`config.mk`:
```
export PLATFORM = sky130hd
export DESIGN_NAME = avalon_mm_master
export DESIGN_NICKNAME = d
export VERILOG_FILES = /design/src/rtl/riscv_bus_pkg.sv /design/src/rtl/sync_fifo.sv /design/src/rtl/avalon_mm_master.sv
export SDC_FILE = /design/constraint.sdc
export NUM_CORES = 1
export LEC_CHECK = 0
export ABC_CLOCK_PERIOD_IN_PS = 2250
export BUFFER_PORTS_ARGS = -buffer_cell sky130_fd_sc_hd__buf_2
export CAP_MARGIN = 0
export CORE_ASPECT_RATIO = 1.4
export CORE_MARGIN = 10
export CORE_UTILIZATION = 47
export DETAILED_ROUTE_END_ITERATION = 10
export GPL_TIMING_DRIVEN = 0
export PLACE_DENSITY = 0.82
export SYNTH_ARGS = -nofsm -noshare
export SYNTH_HDL_FRONTEND = slang
export SYNTH_SLANG_ARGS = --single-unit
```
`constraint.sdc`:
```
create_clock -name clk -period 2.25 [get_ports clk]
set_input_delay 0.225 -clock clk [delete_from_list [all_inputs] [get_ports clk]]
set_output_delay 0.225 -clock clk [all_outputs]
set_load 0.02 [all_outputs]
```
`src/rtl/riscv_bus_pkg.sv`:
```
// rtl/riscv_bus_pkg.sv - shared bus defaults and command FSM state encoding
package riscv_bus_pkg;

    localparam int ADDR_W_DEFAULT          = 28;
    localparam int DATA_W_DEFAULT          = 32;
    localparam int MAX_OUTSTANDING_DEFAULT = 4;

    typedef enum logic {
        CMD_IDLE  = 1'b0,
        CMD_ISSUE = 1'b1
    } cmd_state_t;

endpackage

```
`src/rtl/sync_fifo.sv`:
```
// rtl/sync_fifo.sv - synchronous first-in first-out buffer with occupancy count
module sync_fifo #(
    parameter int WIDTH = 32,
    parameter int DEPTH = 4,
    localparam int CNT_W = $clog2(DEPTH + 1),
    localparam int PTR_W = (DEPTH > 1) ? $clog2(DEPTH) : 1
) (
    input  logic             clk,
    input  logic             reset,
    input  logic             push,
    input  logic [WIDTH-1:0] push_data,
    input  logic             pop,
    output logic [WIDTH-1:0] pop_data,
    output logic             full,
    output logic             empty,
    output logic [CNT_W-1:0] count
);

    logic [WIDTH-1:0] mem [DEPTH];
    logic [PTR_W-1:0] wr_ptr;
    logic [PTR_W-1:0] rd_ptr;
    logic             do_push;
    logic             do_pop;

    function automatic logic [PTR_W-1:0] next_ptr(input logic [PTR_W-1:0] p);
        return (p == PTR_W'(DEPTH - 1)) ? '0 : p + PTR_W'(1);
    endfunction

    assign full     = (count == CNT_W'(DEPTH));
    assign empty    = (count == '0);
    assign do_pop   = pop && !empty;
    // A full FIFO can still accept a push when an entry leaves in the same cycle
    assign do_push  = push && (!full || do_pop);
    assign pop_data = mem[rd_ptr];

    // Storage array; contents need no reset because count gates visibility
    always_ff @(posedge clk) begin
        if (do_push) begin
            mem[wr_ptr] <= push_data;
        end
    end

    // Pointer and occupancy bookkeeping
    always_ff @(posedge clk) begin
        if (reset) begin
            wr_ptr <= '0;
            rd_ptr <= '0;
            count  <= '0;
        end else begin
            if (do_push) begin
                wr_ptr <= next_ptr(wr_ptr);
            end
            if (do_pop) begin
                rd_ptr <= next_ptr(rd_ptr);
            end
            case ({do_push, do_pop})
                2'b10:   count <= count + CNT_W'(1);
                2'b01:   count <= count - CNT_W'(1);
                default: count <= count;
            endcase
        end
    end

endmodule

```
`src/rtl/avalon_mm_master.sv`:
```
// rtl/avalon_mm_master.sv - single-beat Avalon-MM master with read credits and response buffering
module avalon_mm_master
    import riscv_bus_pkg::*;
#(
    parameter int ADDR_W          = ADDR_W_DEFAULT,
    parameter int DATA_W          = DATA_W_DEFAULT,
    parameter int MAX_OUTSTANDING = MAX_OUTSTANDING_DEFAULT
) (
    input  logic                clk,
    input  logic                reset,
    input  logic                req_valid,
    output logic                req_ready,
    input  logic                req_we,
    input  logic [ADDR_W-1:0]   req_addr,
    input  logic [DATA_W-1:0]   req_wdata,
    input  logic [DATA_W/8-1:0] req_be,
    output logic                rsp_valid,
    input  logic                rsp_ready,
    output logic [DATA_W-1:0]   rsp_rdata,
    output logic                busy,
    output logic                err_unexpected,
    output logic [ADDR_W-1:0]   avm_address,
    output logic                avm_read,
    output logic                avm_write,
    output logic [DATA_W-1:0]   avm_writedata,
    output logic [DATA_W/8-1:0] avm_byteenable,
    output logic                avm_burstcount,
    output logic                avm_debugaccess,
    input  logic                avm_waitrequest,
    input  logic [DATA_W-1:0]   avm_readdata,
    input  logic                avm_readdatavalid
);

    localparam int CNT_W = $clog2(MAX_OUTSTANDING + 1);
    localparam int CRD_W = CNT_W + 1;

    cmd_state_t       state;
    logic [CNT_W-1:0] inflight;
    logic [CNT_W-1:0] fifo_count;
    logic             fifo_full;
    logic             fifo_empty;
    logic [CRD_W-1:0] credits_used;
    logic             credits_avail;
    logic             bus_free;
    logic             handshake;
    logic             read_accept;
    logic             rdv_ok;
    logic             rdv_stray;
    logic             rsp_pop;

    assign avm_burstcount  = 1'b1;
    assign avm_debugaccess = 1'b0;

    // A read holds its credit from handshake until the core pops its response
    always_comb begin
        credits_used  = CRD_W'(state == CMD_ISSUE && avm_read)
                      + CRD_W'(inflight)
                      + CRD_W'(fifo_count);
        credits_avail = (credits_used < CRD_W'(MAX_OUTSTANDING)) && !fifo_full;
    end

    // The bus frees up in the very cycle the pending command is accepted, so a new one can follow without a bubble
    assign bus_free    = (state == CMD_IDLE) || !avm_waitrequest;
    assign req_ready   = !reset && bus_free && (req_we || credits_avail);
    assign handshake   = req_valid && req_ready;
    assign read_accept = (state == CMD_ISSUE) && avm_read && !avm_waitrequest;
    assign rdv_ok      = avm_readdatavalid && (inflight != '0);
    assign rdv_stray   = avm_readdatavalid && (inflight == '0);
    assign rsp_valid   = !fifo_empty;
    assign rsp_pop     = rsp_valid && rsp_ready;
    assign busy        = (state == CMD_ISSUE) || (inflight != '0) || !fifo_empty;

    // Command FSM: load on handshake, hold every field while the slave stalls
    always_ff @(posedge clk) begin
        if (reset) begin
            state          <= CMD_IDLE;
            avm_read       <= 1'b0;
            avm_write      <= 1'b0;
            avm_address    <= '0;
            avm_writedata  <= '0;
            avm_byteenable <= '0;
        end else if (handshake) begin
            state          <= CMD_ISSUE;
            avm_read       <= !req_we;
            avm_write      <= req_we;
            avm_address    <= req_addr & ~ADDR_W'(3);
            avm_writedata  <= req_wdata;
            avm_byteenable <= req_be;
        end else if (state == CMD_ISSUE && !avm_waitrequest) begin
            state     <= CMD_IDLE;
            avm_read  <= 1'b0;
            avm_write <= 1'b0;
        end
    end

    // Reads accepted by the slave but whose data has not yet returned
    always_ff @(posedge clk) begin
        if (reset) begin
            inflight <= '0;
        end else begin
            case ({read_accept, rdv_ok})
                2'b10:   inflight <= inflight + CNT_W'(1);
                2'b01:   inflight <= inflight - CNT_W'(1);
                default: inflight <= inflight;
            endcase
        end
    end

    // Sticky flag for read data that matches no outstanding read
    always_ff @(posedge clk) begin
        if (reset) begin
            err_unexpected <= 1'b0;
        end else if (rdv_stray) begin
            err_unexpected <= 1'b1;
        end
    end

    sync_fifo #(
        .WIDTH (DATA_W),
        .DEPTH (MAX_OUTSTANDING)
    ) u_rsp_fifo (
        .clk       (clk),
        .reset     (reset),
        .push      (rdv_ok),
        .push_data (avm_readdata),
        .pop       (rsp_pop),
        .pop_data  (rsp_rdata),
        .full      (fifo_full),
        .empty     (fifo_empty),
        .count     (fifo_count)
    );

endmodule

```
**After elaboration in Yosys (flattened, before gate mapping)**

Memory sizes are Yosys's and may differ from the RTL's. A register that Yosys moved wholly into a read port is not among the register bits.
Index checks and enable logic that the tools add are counted.

- Register bits: 76
- RAM bits: 128
- Input bits: 103
- Memories: 1
- Output and inout port bits: 104
- Logic and storage cells: 69

- Order comparisons: 1
- Bitwise logic cells: 1
- Equal/unequal tests: 7
- Reductions and logical operators: 28
- Add/sub/neg operators: 8
- Muxes and demuxes: 12

Memory list:

| memory | words | width | rd ports | clocked after memory_dff | write ports | line | text |
|---|---|---|---|---|---|---|---|
| u_rsp_fifo.mem | 4 | 32 | 1 | 1 | 1 | sync_fifo.sv:19 | `logic [WIDTH-1:0] mem [DEPTH];` |

Operator list:

| cell | number |
|---|---|
| logical AND 1 bit | 12 |
| one-hot mux 3 bit (2 select lines) | 2 |
| equality test 2 bit, second input constant | 4 |
| 2-to-1 mux 2 bit | 4 |
| adder 3 x 1 -> 3 bit, second input constant | 2 |
| zero test 3 bit | 2 |
| 2-to-1 mux 1 bit | 6 |
| nonzero test 2 bit | 3 |
| subtractor 3 x 1 -> 3 bit, second input constant | 2 |
| zero test 1 bit | 5 |
| logical OR 1 bit | 5 |
| adder 1 x 3 -> 4 bit | 1 |
| adder 2 x 1 -> 2 bit, second input constant | 2 |
| adder 4 x 3 -> 4 bit | 1 |
| equality test 2 x 1 -> 1 bit, second input constant | 2 |
| < comparator 4 x 3 -> 1 bit, second input constant | 1 |
| equality test 3 bit, second input constant | 1 |
| nonzero test 3 bit | 1 |
| inverter 1 bit | 1 |

**Depth between registers and ports, before layout**

Gate-level depths: netlist (run 1).

- Word-level depth: 9
- Gate-level depth with buffers: 9
- Mapped depth without buffers: 9

**Modules after synthesis**

A second synthesis (run 1) with hierarchy kept.

- Cell total of the unflattened synthesis: 543
- Area total of the unflattened synthesis: 8391.8 µm²

Modules (own cells, without submodules):

| module | cells each | times used | area each (µm²) | sequential area each (µm²) |
|---|---|---|---|---|
| sync_fifo | 219 | 1 | 5094.9 | 4023.9 |
| avalon_mm_master | 324 | 1 | 3296.9 | 1381.3 |

**Worst setup path after synthesis (run 1)**

No wires, ideal clock.

- Path kind: reg-to-reg
- Start point: register u_rsp_fifo.count[0]
- End point: register u_rsp_fifo.count[2]
- Setup slack: -51 ps
- Clock period less this slack: 2301 ps
- Path buffers: 0
- Data required time: 2180 ps
- Arrival: 2231 ps
- Stages on the path, launching flop included: 10
- Setup time: 70 ps
- Cells stage by stage: dfxtp_1 or3b_4 o211a_1 inv_1 ha_1 inv_1 fa_1 xor2_1 or3_1 a21oi_1

- Word-level cells in the longest chain between the ends: 8
- Elaborated cells on any way between the ends: 14
- Classes of those cells: add/sub (2); eq/ne (3); mux (1); reduce/logical (8)

Ends and longest elaborated chain:

| item | line | text |
|---|---|---|
| start: declaration | sync_fifo.sv:16 | `output logic [CNT_W-1:0] count` |
| start signal: assignment | sync_fifo.sv:57 | `2'b10: count <= count + CNT_W'(1);` |
| start signal: assignment | sync_fifo.sv:58 | `2'b01: count <= count - CNT_W'(1);` |
| start signal: assignment | sync_fifo.sv:59 | `default: count <= count;` |
| zero test 3 bit | sync_fifo.sv:30 | `assign empty = (count == '0);` |
| zero test 1 bit | sync_fifo.sv:31, avalon_mm_master.sv:69 |  |
| logical AND 1 bit | avalon_mm_master.sv:70 | `assign rsp_pop = rsp_valid && rsp_ready;` |
| logical AND 1 bit | sync_fifo.sv:31 | `assign do_pop = pop && !empty;` |
| logical OR 1 bit | sync_fifo.sv:33 | `assign do_push = push && (!full \|\| do_pop);` |
| logical AND 1 bit | sync_fifo.sv:33 |  |
| equality test 2 x 1 -> 1 bit or equality test 2 bit (tied branches) | sync_fifo.sv:56 | `case ({do_push, do_pop})` |
| one-hot mux 3 bit (2 select lines) or nonzero test 2 bit (tied branches) | n/a |  |

Several ways; a longest one is shown, not always the timed one.
A chain may end at the register's enable or synchronous reset.

**Final worst setup path (run 1)**

Same ends and word-level chain as after synthesis.

==> out/metrics.csv, run 1 <==
metric;value;unit
status;complete, but fails checks;
failing checks;setup timing;
CTS root buffer;clkbuf_16;
Pwr per Cell Area;747;nW/um2
Cell Area, Placed;9170;um2
Max Freq;442;MHz
post-synthesis compound-gate area fraction;9.31;%
H-tree levels;1;
Worst Hold Class;in -> reg;
die height;173;um
largest net degree at the start of global routing;33;
type of origin of the critical path;flop;
total number of vias;6065;
Yosys cell types;34;
most frequent cells after synthesis;edfxtp_1 (128), dfxtp_1 (78), a21oi_1 (71), o21ai_0 (66), nand3_1 (63);
kind of critical path;reg -> reg;
NumNets Final;988;
initial antenna violation count;2;
multiplexer share of the synthesized area;9.53;%
Fin. Hold Viols;0;
Final ANT Viol Nets;0;
Synth Register Bits;206;
number of global-route vias before repair;6599;
WP buf/inv;2;
worst slack at placement;-94.1;ps
HPWL after DPL;14600;um
Cells after Synth;555;
Hold Slack;5.09;ps
Most common cell on crit path;inv_2;
Max-cap violations;0;
simple-gate share of the synthesized area;6.61;%
DRT Pass-1 Iters;6;
starting density of the core;47.5;%
first-pass GRT wire length;36300;um
post-synthesis sequential area ratio;68.5;%
Peak VDD IR;678;uV
Clock transition at path regs;70;ps
CTS sink cnt;206;
later-pin clock latency in the skew report;500;ps
CTS tree;built;
most frequent cell after synthesis;edfxtp_1;
global route overflow;0;
# rows;56;
LEAKAGE;4.11;nW
Post-Synth XOR/XNOR Area;0.444;%
CP top delay family;simple AND/OR/NAND/NOR gates;
Worst R2R Setup Slack;-10;ps
Slew @ Worst Pin;868;ps
largest family of logic cells by synthesized area;multiplexers;
Tcrit/Tclk final;101;%
share of cells above drive strength 1;36.0;%
CP cell instances;or3b_4, o211a_4, inv_2, ha_4, inv_2, fa_2, xor2_1, or3_1, a21oi_2;
io pins;207;
# port buffers;200;
CP endpoint kind;flop;
final critical-path required period;2260;ps
top post-synthesis cells by area;edfxtp_1 (49%), dfxtp_1 (20%), mux4_2 (9.1%);
drt first-iter violations;405;
Final setup viols;1;
Max-slew headroom;42.1;%
Worst path max stage delay;410;ps
area leader, netlist;edfxtp_1;
Yosys top cell area share;48.7;%
worst-path maximum fanout;3;
Die Wd;129;um
Final Routed Wirelength;23000;um
Core ar.;16600;um2
Post-synth EDFFs;128;
CP arrival;2680;ps
post-synthesis adder-cell area fraction;2.09;%
synthesized area;7890;um2
Placer Congestion;0.839;
Mean Syn Cell Area;14.2;um2
RSZ-0062 raised after global routing;true;
total global-route track usage;20.1;%
Slowest cell on crit path;or3b_4;
final std cells w/o fill;1091;
max-slew violations;0;
WL/cell;21.1;um
yosys warns;0;
Setup Skew;10.2;ps
die footprint;22400;um2
Placed Cells;960;
Critical Path RT;2670;ps
DR vias/cell;5.56;
ys async rst share;0;%
total power;8.08;mW
top_reg_cell synth;edfxtp_1;
CTS Buffer Depth;3;
setup ws final;-11.8;ps
Area Growth Syn to Fin;37.1;%
Final Instance Area;10800;um2
drt drc;0;
Num CTS Buffers;20;
[worst reg2reg max path: stages, from the launching register on]
cell and delay (ps):
dfxtp_4 360, or3b_4 410, o211a_4 240, inv_2 70, ha_4 140, inv_2 40
fa_2 330, xor2_1 160, or3_1 330, a21oi_2 110
[routing by layer]
metal / routed length (um) / up-vias / track usage (%)
li1: - / 2728 / -
met1: 8160 / 2905 / 22.6
met2: 11400 / 373 / 33.8
met3: 2630 / 59 / 7.38
met4: 806 / 0 / 7.85
met5: 0 / - / 0
[report_power, final]
group	switching, mW	internal [mW]	leakage, nW
Combinational	0.381	0.314	2.02
Sequential	0.0410	4.07	1.79
Clock	1.40	1.86	0.300
[registers in the layout, summed over array words and instances (netlist names), named ones only]
name               count
u_rsp_fifo.mem       128
avm_writedata         32
avm_address           26
avm_byteenable         4
inflight               3
u_rsp_fifo.count       3
u_rsp_fifo.rd_ptr      2
u_rsp_fifo.wr_ptr      2
avm_read               1
avm_write              1
err_unexpected         1
state                  1
[metrics by stage]
step                      setup TNS (ps)  utilization [%]
after detailed placement           -94.1             55.2
after global routing                -134             65.1
after global placement            -34720             55.2
after floorplan                        0                -
after CTS                           -402             64.8
final                              -11.8             65.1
[cell families (layout without fill, tap and decap cells)]
kind of cell             Yosys count  in the layout
flip-flops                       206            206
adder cells (fa/ha/maj)           12             12
other                              2              6
multiplexers                      35             35
XOR/XNOR                           4              4
AO/OA/AOI/OAI                    140            140
AND/OR/NAND/NOR                  101            101
buffers and inverters             55            384
[what timing repair did]
action,CTS,global route
hold buffers,87,0
endpoints found under the hold margin,183,0
setup endpoints to repair,32,34
pin swaps,5,1
buffers inserted,7,2
resized for setup,15,11
[path summary, 6_finish.rpt]
kind | depth (start not counted) | from | to
min reg2reg | 2 | err_unexpected | err_unexpected
max reg2reg | 9 | u_rsp_fifo.count[0] | u_rsp_fifo.count[2]
max | 9 | u_rsp_fifo.count[0] | u_rsp_fifo.count[2]
min | 3 | avm_readdatavalid | err_unexpected
[cell type report]
class                           count  area [um2]
Fill cell                        1097        5790
Sequential cell                   206        5420
Multi-Input combinational cell    296        2280
Timing Repair Buffer              296        1940
Clock buffer                       22         508
Tap cell                          203         254
Buffer                             43         251
Clock inverter                     13         125
Inverter                           10        37.5
Antenna cell                        2        5.00
[cell usage in the layout (no fill, tap or decap), types with 4 or more instances in the layout]
| cell | netlist | routed |
|---|---|---|
| buf_1 | 7 | 6 |
| inv_1 | 10 | 8 |
| or3_1 | 5 | 5 |
| dfxtp_2 | 0 | 6 |
| nand3_1 | 63 | 63 |
| ha_1 | 10 | 8 |
| clkbuf_16 | 0 | 20 |
| and2_2 | 0 | 4 |
| xor2_1 | 4 | 4 |
| o21ai_0 | 66 | 66 |
| clkinv_1 | 0 | 5 |
| clkbuf_2 | 6 | 9 |
| conb_1 | 2 | 4 |
| dfxtp_1 | 78 | 71 |
| dlygate4sd3_1 | 0 | 87 |
| edfxtp_1 | 128 | 128 |
| buf_2 | 6 | 201 |
| buf_4 | 8 | 18 |
| clkbuf_1 | 16 | 15 |
| nand2_1 | 7 | 6 |
| nor2_1 | 10 | 10 |
| a21oi_1 | 71 | 70 |
| buf_6 | 2 | 4 |
| mux4_2 | 32 | 32 |
(Power assumes the default switching activity.)
==> run 2, diff against run 1 <==
MAX_ROUTING_LAYER = met4   (was not set)
==> run 2 against run 1 <==
Effect of this change: the flow still finishes with violations (setup timing); largest power group unchanged; via count up 0.81%; final cell count hardly changed; worst hold slack barely moved; critical endpoint unchanged.
==> out/metrics.csv, run 2 (synthesis results as in run 1) <==
metric;value;unit;change
max reg flops;128;;unchanged
filler instances;1099;;+0.18%
Setup Skew;10.2;ps;+0.00190 ps
initial antenna violation count;3;;+1
Final setup viols;2;;+1
total global-route track usage;20.7;%;+0.60 points
Fin. Hold Viols;0;;unchanged
CTS sink cnt;206;;unchanged
Die Wd;129;um;unchanged
drt first-iter violations;450;;+11%
Max-slew headroom;42.7;%;+0.61 points
largest net degree at the start of global routing;33;;unchanged
Hold Slack;5.03;ps;-0.0528 ps
starting density of the core;47.5;%;unchanged
WL/cell;21.1;um;+0.27%
Final Routed Wirelength;23100;um;+0.37%
status;complete, but fails checks;;
met2 Use GR;33.6;%;-0.17 points
final critical-path required period;2260;ps;-1.41 ps
CTS root buffer;clkbuf_16;;
CP arrival;2680;ps;about the same
kind of critical path;reg -> reg;;
DRT Pass-1 Iters;5;;-1
first-pass GRT wire length;36100;um;-0.51%
global route overflow;0;;unchanged
commonest non-fill, non-tap cell in the layout;buf_2;;
type of origin of the critical path;flop;;
NumNets Final;988;;unchanged
Reg-to-Reg Start;u_rsp_fifo.count[0];;
DR vias/cell;5.60;;+0.72%
max-slew violations;0;;unchanged
H-tree levels;1;;unchanged
Max Freq;442;MHz;about the same
most frequent cells in the layout;buf_2 (201), edfxtp_1 (128), dlygate4sd3_1 (87);;
Final ANT Viol Nets;0;;unchanged
failing checks;setup timing;;
worst-path maximum fanout;3;;unchanged
Pwr per Cell Area;747;nW/um2;about the same
setup ws final;-10.3;ps;+1.41 ps
grt met3 use;5.36;%;-2.0 points
number of global-route vias before repair;6655;;+0.85%
Tcrit/Tclk final;100;%;about the same
# port buffers;200;;unchanged
drt drc;0;;unchanged
io pins;207;;unchanged
Max-cap violations;0;;unchanged
die height;173;um;unchanged
HP Start;avm_readdatavalid;;
die footprint;22400;um2;unchanged
worst slack at placement;-94.1;ps;unchanged
Clock transition at path regs;60;ps;about the same
HPWL after DPL;14600;um;unchanged
Core ar.;16600;um2;unchanged
Critical R2R Capture;u_rsp_fifo.count[2];;
worst-case reg-to-reg path depth;9;;unchanged
Placed Cells;960;;unchanged
total number of vias;6114;;+0.81%
CP endpoint kind;flop;;
Hold Crit Endpoint;err_unexpected;;
RSZ-0062 raised after global routing;true;;
grt met1 use;24.2;%;+1.6 points
Worst Hold Depth;3;;unchanged
Placer Congestion;0.851;;+1.4%
share of cells above drive strength 1;36.0;%;unchanged
Worst R2R Setup Slack;-10;ps;about the same
Peak VDD IR;692;uV;+2.0%
Num CTS Buffers;20;;unchanged
Reg with most FFs;u_rsp_fifo.mem;;
CTS Buffer Depth;3;;unchanged
total power;8.08;mW;about the same
Critical Path RT;2670;ps;about the same
final std cells w/o fill;1092;;+0.092%
CTS tree;built;;
grt peak-use layer;met2;;
Worst Hold Class;in -> reg;;
Area Growth Syn to Fin;37.2;%;about the same
Slew @ Worst Pin;859;ps;-9.10 ps
# rows;56;;unchanged
Regs by FF count;u_rsp_fifo.mem: 128 flops, avm_writedata: 32 flops, avm_address: 26 flops;;
LEAKAGE;4.11;nW;about the same
later-pin clock latency in the skew report;490;ps;about the same
## run 2: cell types whose count changed in the layout (fill, tap and decap cells not counted), sizes merged
cell | before | now
diode | 2 | 3
## run 2: cell type report
type | instances | area, um2 | share of cell area (%)
Timing Repair Buffer | 296 | 1940 | 18.0
Inverter | 10 | 37.5 | 0.347
Buffer | 43 | 251 | 2.32
Multi-Input combinational cell | 296 | 2280 | 21.0
Clock inverter | 13 | 125 | 1.16
Clock buffer | 22 | 508 | 4.70
Tap cell | 203 | 254 | 2.35
Antenna cell | 3 | 7.51 | 0.0694
Sequential cell | 206 | 5420 | 50.1
## run 2: metal layers
layer | wire [um] | part of all wire [%]
met5 | 0 | 0
met3 | 2130 | 9.2
met4 | 866 | 3.8
met2 | 11400 | 49
met1 | 8680 | 38
## run 2: stage by stage
step	util, %	TNS (ps)	instance area, um2
detailed placement	55.2	-94.1	9170
global route	65.1	-134	10800
floorplan	-	0	7910
CTS	64.8	-402	10800
finish	65.1	-10.6	10800
global placement	55.2	-34720	9160
## run 2: worst max path at each step
| stage | startpoint | to | slack [ps] | cells past startpoint |
|---|---|---|---|---|
| 2_1_floorplan | u_rsp_fifo.count[1] | u_rsp_fifo.count[2] | 20 | 9 |
| 3_3_place_gp | u_rsp_fifo.count[0] | u_rsp_fifo.mem[1][2] | -290 | 3 |
| 3_5_place_dp | u_rsp_fifo.count[1] | u_rsp_fifo.count[2] | -90 | 9 |
| 4_1_cts | flop | rsp_rdata[1] | -40 | 3 |
| 5_1_grt | u_rsp_fifo.count[2] | u_rsp_fifo.count[2] | -90 | 9 |
| 6_report | u_rsp_fifo.count[0] | u_rsp_fifo.count[2] | -10 | 9 |
## run 2: worst max-delay path, stage by stage (launching register included)
cell	delay, ps
dfxtp_4	360
or3b_4	410
o211a_4	240
inv_2	70
ha_4	140
inv_2	40
fa_2	330
xor2_1	160
or3_1	330
a21oi_2	110
## run 2: what timing repair did
action	CTS	global route
hold buffers	87	0
resized for setup	15	11
pin swaps	5	1
setup endpoints to repair	32	34
hold endpoints to repair	183	0
buffers inserted	7	2
## run 2: where the power goes
part | internal (mW) | total [mW] | switching, mW | leakage, nW
combinational | 0.314 | 0.698 | 0.383 | 2.02
sequential | 4.07 | 4.11 | 0.0410 | 1.79
clock | 1.86 | 3.27 | 1.40 | 0.300
